$ cat config.mk
export PLATFORM = sky130hd
export DESIGN_NAME = smg_scan_driver
export DESIGN_NICKNAME = d
export VERILOG_FILES = /design/src/rtl/smg_pkg.sv /design/src/rtl/smg_glyph_decoder.sv /design/src/rtl/smg_scan_driver.sv
export SDC_FILE = /design/constraint.sdc
export NUM_CORES = 1
export LEC_CHECK = 0
export CAP_MARGIN = 20
export CORE_ASPECT_RATIO = 1.75
export CORE_MARGIN = 4
export CORE_UTILIZATION = 54
export CTS_CLUSTER_SIZE = 14
export DETAILED_ROUTE_END_ITERATION = 12
export GPL_TIMING_DRIVEN = 0
export PLACE_DENSITY = 0.88
export SETUP_SLACK_MARGIN = 0.1
export SYNTH_ARGS = -nofsm -noshare
export SYNTH_HDL_FRONTEND = slang
export SYNTH_SLANG_ARGS = --single-unit
$ cat constraint.sdc
create_clock -name clk -period 6.3 [get_ports clk]
set_clock_uncertainty 0.15 [all_clocks]
set_input_delay 0.945 -clock clk [delete_from_list [all_inputs] [get_ports clk]]
set_output_delay 0.945 -clock clk [all_outputs]
set_load 0.005 [all_outputs]
$ cat src/rtl/smg_pkg.sv
// Shared definitions for the 7-segment scan driver: glyph table and decode helper.
// Glyph codes are active-high, bit 0 = segment a .. bit 6 = segment g.
package smg_pkg;

  localparam int unsigned SEG_W = 7;
  localparam int unsigned NIB_W = 4;

  localparam logic [SEG_W-1:0] SEG_OFF = 7'h00;

  // Indexed by nibble value; leftmost entry is code 15 ('F').
  localparam logic [15:0][SEG_W-1:0] GLYPH_TAB = {
    7'h71, 7'h79, 7'h5E, 7'h39, 7'h7C, 7'h77, 7'h6F, 7'h7F,
    7'h07, 7'h7D, 7'h6D, 7'h66, 7'h4F, 7'h5B, 7'h06, 7'h3F
  };

  // Codes 10-15 render only in hex mode, otherwise dark.
  function automatic logic [SEG_W-1:0] glyph(input logic [NIB_W-1:0] nib,
                                             input logic hex_mode);
    if (!hex_mode && (nib > 4'd9)) begin
      return SEG_OFF;
    end
    return GLYPH_TAB[nib];
  endfunction

endpackage

$ cat src/rtl/smg_glyph_decoder.sv
// Combinational nibble-to-glyph decoder shared by all digits.
// Ports: nib (digit code), hex_mode (allow A-F), blank (force dark),
//        code_c (active-high segment pattern a..g).
module smg_glyph_decoder
  import smg_pkg::*;
(
  input  logic [NIB_W-1:0] nib,
  input  logic             hex_mode,
  input  logic             blank,
  output logic [SEG_W-1:0] code_c
);

  assign code_c = blank ? SEG_OFF : glyph(nib, hex_mode);

endmodule

$ cat src/rtl/smg_scan_driver.sv
// N-digit time-multiplexed 7-segment driver with dead-time blanking,
// leading-zero suppression, per-digit blank/dp and frame-atomic updates.
// Ports: clk, rst_n (async active-low), enable, load strobe with din/dp_in/
//        blank_mask, hex_mode, lz_suppress; registered seg, dp, dig_sel,
//        frame_done (pulse at end of the last digit's dwell).
module smg_scan_driver
  import smg_pkg::*;
#(
  parameter int unsigned DIGITS         = 4,
  parameter int unsigned CLK_HZ         = 50_000_000,
  parameter int unsigned SCAN_HZ        = 1000,
  parameter int unsigned BLANK_CYC      = 16,
  parameter bit          SEG_ACTIVE_LOW = 1'b1,
  parameter bit          DIG_ACTIVE_LOW = 1'b1
) (
  input  logic                    clk,
  input  logic                    rst_n,
  input  logic                    enable,
  input  logic                    load,
  input  logic [NIB_W*DIGITS-1:0] din,
  input  logic [DIGITS-1:0]       dp_in,
  input  logic [DIGITS-1:0]       blank_mask,
  input  logic                    hex_mode,
  input  logic                    lz_suppress,
  output logic [SEG_W-1:0]        seg,
  output logic                    dp,
  output logic [DIGITS-1:0]       dig_sel,
  output logic                    frame_done
);

  localparam int unsigned DWELL = CLK_HZ / SCAN_HZ;
  localparam int unsigned CNT_W = $clog2(DWELL);
  localparam int unsigned IDX_W = (DIGITS > 1) ? $clog2(DIGITS) : 1;
  localparam int unsigned DIN_W = NIB_W * DIGITS;

  logic [CNT_W-1:0]  cnt;
  logic [IDX_W-1:0]  idx;
  logic [DIN_W-1:0]  pend_din, act_din;
  logic [DIGITS-1:0] pend_dp, act_dp;
  logic [DIGITS-1:0] pend_mask, act_mask;

  logic              dwell_end, boundary;
  logic [NIB_W-1:0]  cur_nib;
  logic              cur_dp, cur_mask, cur_lz, nz_above, cur_blank, lit;
  logic [SEG_W-1:0]  code;
  logic [SEG_W-1:0]  seg_n;
  logic              dp_n;
  logic [DIGITS-1:0] dig_n;

  assign dwell_end = (cnt == CNT_W'(DWELL - 1));
  assign boundary  = enable && dwell_end && (idx == IDX_W'(DIGITS - 1));

  // Prescaler and digit index; both parked at 0 while disabled.
  always_ff @(posedge clk or negedge rst_n) begin
    if (!rst_n) begin
      cnt <= '0;
      idx <= '0;
    end else if (!enable) begin
      cnt <= '0;
      idx <= '0;
    end else if (dwell_end) begin
      cnt <= '0;
      idx <= (idx == IDX_W'(DIGITS - 1)) ? '0 : idx + IDX_W'(1);
    end else begin
      cnt <= cnt + CNT_W'(1);
    end
  end

  // Pending/active frame registers; a load on the swap cycle goes straight to active.
  always_ff @(posedge clk or negedge rst_n) begin
    if (!rst_n) begin
      pend_din  <= '0;
      pend_dp   <= '0;
      pend_mask <= '0;
      act_din   <= '0;
      act_dp    <= '0;
      act_mask  <= '0;
    end else begin
      if (load) begin
        pend_din  <= din;
        pend_dp   <= dp_in;
        pend_mask <= blank_mask;
      end
      if (!enable || boundary) begin
        act_din  <= load ? din        : pend_din;
        act_dp   <= load ? dp_in      : pend_dp;
        act_mask <= load ? blank_mask : pend_mask;
      end
    end
  end

  // Select the current digit and work out leading-zero suppression top-down.
  always_comb begin
    cur_nib  = '0;
    cur_dp   = 1'b0;
    cur_mask = 1'b0;
    cur_lz   = 1'b0;
    nz_above = 1'b0;
    for (int k = DIGITS - 1; k >= 0; k--) begin
      nz_above = nz_above | (act_din[NIB_W*k +: NIB_W] != '0);
      if (IDX_W'(k) == idx) begin
        cur_nib  = act_din[NIB_W*k +: NIB_W];
        cur_dp   = act_dp[k];
        cur_mask = act_mask[k];
        cur_lz   = lz_suppress && (k != 0) && !nz_above;
      end
    end
  end

  assign cur_blank = cur_mask | cur_lz;

  smg_glyph_decoder u_dec (
    .nib      (cur_nib),
    .hex_mode (hex_mode),
    .blank    (cur_blank),
    .code_c   (code)
  );

  // Active-high next output values; dark during dead-time and while disabled.
  always_comb begin
    lit   = enable && (32'(cnt) >= BLANK_CYC);
    seg_n = SEG_OFF;
    dp_n  = 1'b0;
    dig_n = '0;
    if (lit) begin
      seg_n = code;
      dp_n  = cur_dp & ~cur_blank;
      dig_n = DIGITS'(1) << idx;
    end
  end

  // Output register with board polarity applied.
  always_ff @(posedge clk or negedge rst_n) begin
    if (!rst_n) begin
      seg        <= {SEG_W{SEG_ACTIVE_LOW}};
      dp         <= SEG_ACTIVE_LOW;
      dig_sel    <= {DIGITS{DIG_ACTIVE_LOW}};
      frame_done <= 1'b0;
    end else begin
      seg        <= seg_n ^ {SEG_W{SEG_ACTIVE_LOW}};
      dp         <= dp_n ^ SEG_ACTIVE_LOW;
      dig_sel    <= dig_n ^ {DIGITS{DIG_ACTIVE_LOW}};
      frame_done <= boundary;
    end
  end

endmodule

==> results of run 1 <==
-- power groups by stage --
stage                     Clock, mW  Combinational, mW  Sequential, mW
after global placement            0              0.138           0.579
after CTS                     0.534              0.149           0.572
after global routing          0.558              0.162           0.576
after detailed placement          0              0.147           0.580
after floorplan                   0             0.0968           0.570
final                         0.528              0.148           0.572
-- worst paths after layout --
path	start	endpoint	slack, ns	depth (start not counted)
setup / recovery	idx[0]$_DFFE_PN0P_	seg[3]$_DFF_PN1_	3.08	13
hold reg to reg	pend_dp[1]$_DFF_PN0_	pend_dp[1]$_DFF_PN0_	0.35	1
max in group asynchronous	rst_n	seg[5]$_DFF_PN1_	5.11	2
min in group clk	pend_dp[1]$_DFF_PN0_	pend_dp[1]$_DFF_PN0_	0.35	1
setup reg to reg	idx[0]$_DFFE_PN0P_	seg[3]$_DFF_PN1_	3.08	13
hold / removal	rst_n	act_dp[1]$_DFFE_PN0P_	0.29	1
-- cells by family (layout without fill, tap and decap cells) --
logic type	after synthesis	count (layout)	share of synthesized area
AO/OA/AOI/OAI	38	38	0.0722
XOR/XNOR	15	15	0.0356
adder cells (fa/ha/maj)	12	12	0.0407
buffers and inverters	26	84	0.0329
flip-flops	79	79	0.540
multiplexers	50	50	0.165
AND/OR/NAND/NOR	83	83	0.113
-- routing by layer --
metal	vias up	track usage	share of wire
met2	81	0.335	0.55
met1	1230	0.201	0.36
met4	0	0.131	0.044
met5	-	0	0
li1	1166	-	-
met3	23	0.0557	0.051
-- state kept, by name (all words and copies together), names as in the netlist --
| signal | cells |
|---|---|
| act_din | 16 |
| act_mask | 4 |
| pend_mask | 4 |
| cnt | 16 |
| idx | 2 |
| dp | 1 |
| act_dp | 4 |
| pend_dp | 4 |
| seg | 7 |
| pend_din | 16 |
| dig_sel | 4 |
| frame_done | 1 |
-- stage by stage --
| stage | area, um2 | power, mW | setup slack [ns] | hold slack (ns) |
|---|---|---|---|---|
| 6_report | 4540 | 1.25 | 3.08 | 0.291 |
| 5_1_grt | 4540 | 1.30 | 2.81 | 0.294 |
| 4_1_cts | 4540 | 1.25 | 3.10 | 0.288 |
| 3_5_place_dp | 4230 | 0.727 | 3.18 | 0.338 |
| 3_3_place_gp | 4200 | 0.717 | 1.59 | 0.331 |
| 2_1_floorplan | 3690 | 0.667 | 3.70 | 0.319 |
-- area by class of cell --
type                       count  area, um2
buffer                        13       72.6
clock buffer                  13        270
clock inverter                 3       40.0
fill                         461       2050
inverter                      13       48.8
multi-input combinational    198       1580
sequential                    79       1990
tap                           82        103
timing repair buffer          42        435
-- synth_stat cells (2+ instances only) --
library cell  number  share of area
mux2_2            32          0.098
xor2_1             9          0.021
and4_1             2         0.0047
nor2_1            25          0.025
a21o_1             2         0.0041
dfrtp_1           67           0.45
a21boi_2           2         0.0061
inv_1             13          0.013
and2_1             2         0.0034
a21oi_1           11          0.015
buf_2              4         0.0054
xnor2_1            6          0.014
buf_6              2         0.0061
and3_1             3         0.0051
ha_1              12          0.041
or4_1              2         0.0041
o221ai_1           4         0.0095
nand2_1           22          0.022
nor3_1             6         0.0081
o311ai_0           3         0.0071
a211oi_1           3         0.0061
dfstp_2           12          0.085
o21ai_0            6         0.0081
nor2b_1            2         0.0034
nand3b_1           2         0.0041
nand3_1            8          0.011
mux2i_1            4          0.011
nor3b_1            2         0.0041
a2111oi_0          2         0.0047
o41ai_1            2         0.0047
mux2_4            14          0.057
clkbuf_1           6         0.0061
==> impl_metrics.csv, run 1 <==
group,metric,value,unit
sta,tns,0,ns
logic_synthesis,async_flop_share,1.00,
logic_synthesis,ys_ff_latch,79,
outcome,status,"completed",
placed_design,hpwl,5450,um
layout,layout_common_cells,"dfrtp_1 (67), clkdlybuf4s50_1 (40), mux2_2 (32), nor2_1 (25), nand2_1 (22)",
logic_synthesis,synth_fp_nets,345,
critical_path,startpoint_type,"flip-flop",
power,p_int,964,uW
grt,antenna_found_initial,0,
critical_path,worstPathMaxFanout,10,
floorplanning,coreArea,6590,um2
power,seqPwrFrac,0.459,
sta,setup_viol,0,
logic_synthesis,synth_cell_type_count,43,
floorplanning,die-area,8270,um2
clock_network,cts-root-buf,"clkbuf_16",
logic_synthesis,synthCells,303,
power,p_leak,1.95,nW
clock_network,clk_pin_slew,0.06,ns
clock_network,clock_latency,0.33,ns
sta,drv_slew,0,
routing,drc,0,
layout,area_growth,23.0,%
clock_network,numCtsBuffers,9,
sta,worst_slew_pin_slew,0.716,ns
grt,grt_use_total,0.195,
logic_synthesis,synth_ff_type,"dfrtp_1",
placed_design,dp_cells,427,
clock_network,cts_tree,"yes",
sta,hold_violations,0,
clock_network,cts.sinks,79,
layout,nNetsFinal,398,
floorplanning,die_y,117,um
critical_path,cp.required,6.36,ns
grt,overflow,0,
clock_network,htreeDepth,3,
critical_path,cp-end-kind,"flip-flop",
grt,grt_pass1_vias,2699,
layout,diodes,0,
job,drv_cap,0,
logic_synthesis,synth_enable_flop_cells,0,
critical_path,crit_chain,"inv_1 > ha_1 > clkbuf_1 > nand3b_1 > a21oi_1 > a21oi_1 > nor2_1 > a21o_1 > inv_1 > ha_1 > o21ai_0 > a21boi_2 > o311ai_0",
clock_network,cts_buffer_depth,2,
min_path,hold_class,"primary input to async pin",
clock_network,postCtsSetupRepairBufs,0,
critical_path,critPathBufInv,3,
sta,rsz0062_at_grt,"no",
power,p_sw,284,uW
power,combPwrFrac,0.118,
floorplanning,num_rows,39,
critical_path,crit_family,"compound AO/OA/AOI/OAI gates",
placed_design,port_buffers,41,
routing,wl,7510,um
routing,num_vias,2500,
clock_network,ctsHoldBuffers,0,
critical_path,worst-setup-path-type,"flip-flop to flip-flop",
grt,grt_max_degree,71,
logic_synthesis,synth_area_per_cell,12.2,um2
critical_path,critPathSlowestCell,"dfrtp_1",
floorplanning,pin_count,43,
routing,wl_per_cell,17.0,um
clock_network,cts-resized-gates,0,
sta,period_minus_slack,3.22,ns
placed_design,gp_congestion,0.917,
routing,vias_per_cell,5.64,
logic_synthesis,yosysWarningCount,0,
critical_path,slowest_delay,0.41,ns
layout,final_util,0.689,
routing,drt-initial-drc-count,137,
layout,mostFrequentLayoutCell,"dfrtp_1",
logic_synthesis,ys_seq_area_frac,0.540,
floorplanning,dieWidth,70.5,um
power,clkPwrFrac,0.423,
grt,grt_pass1_wl,12500,um
layout,drive_gt1_frac,0.238,
routing,firstDrtPassIters,5,
floorplanning,start_util,0.560,
sta,max_slew_margin,0.523,
power,swShare,0.227,
sta,clock.fmax,311,MHz
power,max-vdd-ir-drop,0.209,mV
sta,timing.final.crit_share,0.511,
layout,fin_cells,443,
logic_synthesis,syn_area,3690,um2
routing,antenna_left,0,
critical_path,critPathArrivalTime,3.28,ns
power,p_per_area,275,nW/um2
Note: power is estimated with default switching activity, not from simulation.
==> inputs of run 2 (changes only) <==
==> constraint.sdc (replaced) <==
create_clock -name clk -period 3.32 [get_ports clk]
set_clock_uncertainty 0.15 [all_clocks]
set_input_delay 0.498 -clock clk [delete_from_list [all_inputs] [get_ports clk]]
set_output_delay 0.498 -clock clk [all_outputs]
set_load 0.005 [all_outputs]
==> impl_metrics.csv, run 2 (synthesis results as in run 1) <==
group,metric,value,unit
routing,dr_wl_met2,4100,um
routing,antenna_left,0,
layout,layout_common_cells,"dfrtp_1 (67), clkdlybuf4s50_1 (40), mux2_2 (32), nor2_1 (25), nand2_1 (22)",
routing,wl_per_cell,16.9,um
power,combPwrFrac,0.119,
power,seqPwrFrac,0.459,
critical_path,worst-setup-path-type,"flip-flop to flip-flop",
clock_network,numCtsBuffers,9,
grt,grt_pass1_wl,12500,um
grt,antenna_found_initial,0,
routing,vias_per_cell,5.62,
sta,worst_slew_pin_slew,0.705,ns
routing,routed.top_layer,"met4",
clock_network,cts_buffer_depth,2,
critical_path,critPathBufInv,3,
layout,drive_gt1_frac,0.244,
critical_path,critPathArrivalTime,3.06,ns
layout,mostFrequentLayoutCell,"dfrtp_1",
floorplanning,die-area,8270,um2
power,p_per_area,520,nW/um2
power,p_sw,535,uW
grt,overflow,0,
clock_network,htreeDepth,3,
floorplanning,num_rows,39,
routing,wl,7490,um
power,p_leak,1.96,nW
routing,firstDrtPassIters,4,
power,swShare,0.226,
min_path,hold_class,"flip-flop to flip-flop",
clock_network,cts-root-buf,"clkbuf_16",
layout,diodes,0,
clock_network,postCtsSetupRepairBufs,0,
layout,reg_top3,"act_din (16), cnt (16), pend_din (16)",
critical_path,cp-startpoint,"idx[0]$_DFFE_PN0P_",
sta,hold_slack,0.348,ns
routing,num_vias,2488,
routing,wl_met1,2680,um
critical_path,crit_chain,"inv_1 > ha_1 > clkbuf_1 > a21oi_1 > a22oi_1 > inv_1 > ha_1 > or3_1 > o221ai_1 > nand2_1",
critical_path,worstPathMaxFanout,10,
critical_path,critPathSlowestCell,"a22oi_1",
grt,grt_max_degree,71,
layout,n_fill_cell,459,
floorplanning,dieWidth,70.5,um
floorplanning,coreArea,6590,um2
grt,grt_pass1_vias,2698,
sta,rsz0062_at_grt,"no",
critical_path,critical_path_depth,10,
sta,setup_viol,0,
grt,grt_use_total,0.196,
critical_path,cp-end-kind,"flip-flop",
critical_path,reg2reg_slack,0.36,ns
job,drv_cap,0,
clock_network,clock_latency,0.33,ns
placed_design,hpwl,5450,um
layout,nNetsFinal,398,
critical_path,cp.required,3.42,ns
power,p_int,1.83,mW
sta,max_slew_margin,0.530,
placed_design,dpl_cell_area,4230,um2
critical_path,slowest_delay,0.46,ns
critical_path,endpoint,"seg[0]$_DFF_PN1_",
routing,route.met3.wl,353,um
layout,area_growth,23.3,%
sta,hold_violations,0,
clock_network,cts.sinks,79,
routing,drt-initial-drc-count,170,
layout,final_util,0.690,
placed_design,gp_congestion,0.917,
power,clkPwrFrac,0.422,
floorplanning,pin_count,43,
critical_path,timing.rr.start,"idx[0]$_DFFE_PN0P_",
floorplanning,die_y,117,um
sta,clock.fmax,338,MHz
sta,drv_slew,0,
critical_path,crit_family,"buffers and inverters",
critical_path,startpoint_type,"flip-flop",
sta,timing.final.crit_share,0.892,
placed_design,port_buffers,41,
clock_network,clk_pin_slew,0.06,ns
layout,design_area,4550,um2
power,max-vdd-ir-drop,0.396,mV
outcome,status,"completed",
routing,drc,0,
critical_path,r2r-end,"seg[0]$_DFF_PN1_",
clock_network,cts_tree,"yes",
critical_path,worstRegToRegCells,10,
sta,period_minus_slack,2.96,ns
floorplanning,start_util,0.560,
-- run 2: power by group through the flow --
stage	registers, mW	clock network [mW]	logic (mW)
2_1_floorplan	1.08	0	0.184
3_3_place_gp	1.10	0	0.263
3_5_place_dp	1.10	0	0.278
4_1_cts	1.09	1.01	0.283
5_1_grt	1.09	1.06	0.310
6_report	1.09	0.998	0.282
-- run 2: through the flow --
step                      TNS, ns  setup WS, ns  power [mW]  cells
after floorplan                 0         0.722        1.27    303
after global placement     -63.91        -0.943        1.36    426
after detailed placement        0         0.205        1.38    427
after CTS                       0         0.123        2.38    444
after global routing            0        0.0873        2.46    443
final                           0         0.359        2.36    443
-- run 2: final cells by class --
type                       count  area [um2]  share of cell area
sequential                    79        1990               0.438
multi-input combinational    198        1580               0.347
timing repair buffer          43         445              0.0979
clock buffer                  13         270              0.0594
tap                           82         103              0.0226
buffer                        12        70.1              0.0154
inverter                      13        48.8              0.0107
clock inverter                 3        40.0             0.00880
-- run 2: worst min-delay path by stage --
stage	start	end	slack (ns)	cells past startpoint
3_3_place_gp	pend_din[8]$_DFF_PN0_	pend_din[8]$_DFF_PN0_	0.33	1
2_1_floorplan	rst_n	act_din[0]$_DFFE_PN0P_	0.05	0
3_5_place_dp	rst_n	pend_dp[1]$_DFF_PN0_	0.20	1
5_1_grt	pend_dp[2]$_DFF_PN0_	pend_dp[2]$_DFF_PN0_	0.36	1
4_1_cts	pend_dp[1]$_DFF_PN0_	pend_dp[1]$_DFF_PN0_	0.35	1
6_report	pend_dp[1]$_DFF_PN0_	pend_dp[1]$_DFF_PN0_	0.35	1
-- run 2: timing repair --
action,4_1_cts,5_1_grt
gates resized for setup,0,5
endpoints found under the hold margin,9,0
setup endpoints to repair,0,7
hold buffers,1,0
-- run 2: worst register-to-register path: stages, from the launching register on --
cell,delay (ns)
dfrtp_1,0.41
inv_1,0.12
ha_1,0.27
clkbuf_1,0.38
a21oi_1,0.08
a22oi_1,0.46
inv_1,0.20
ha_1,0.30
or3_1,0.37
o221ai_1,0.07
nand2_1,0.07
-- run 2: per-layer routing --
metal	vias to the layer above	track usage
li1	1163	-
met1	1222	0.201
met2	77	0.335
met3	26	0.0548
met4	0	0.131
met5	-	0
==> inputs of run 3 (changes only) <==
--- a/config.mk
+++ b/config.mk
@@ -9,6 +9,7 @@
 export CORE_ASPECT_RATIO = 1.75
 export CORE_MARGIN = 4
 export CORE_UTILIZATION = 54
+export CTS_CLUSTER_DIAMETER = 200
 export CTS_CLUSTER_SIZE = 14
 export DETAILED_ROUTE_END_ITERATION = 12
 export GPL_TIMING_DRIVEN = 0
==> results of run 3 <==
Same layout as run 2: the final DEF is identical, and so are final timing and power.
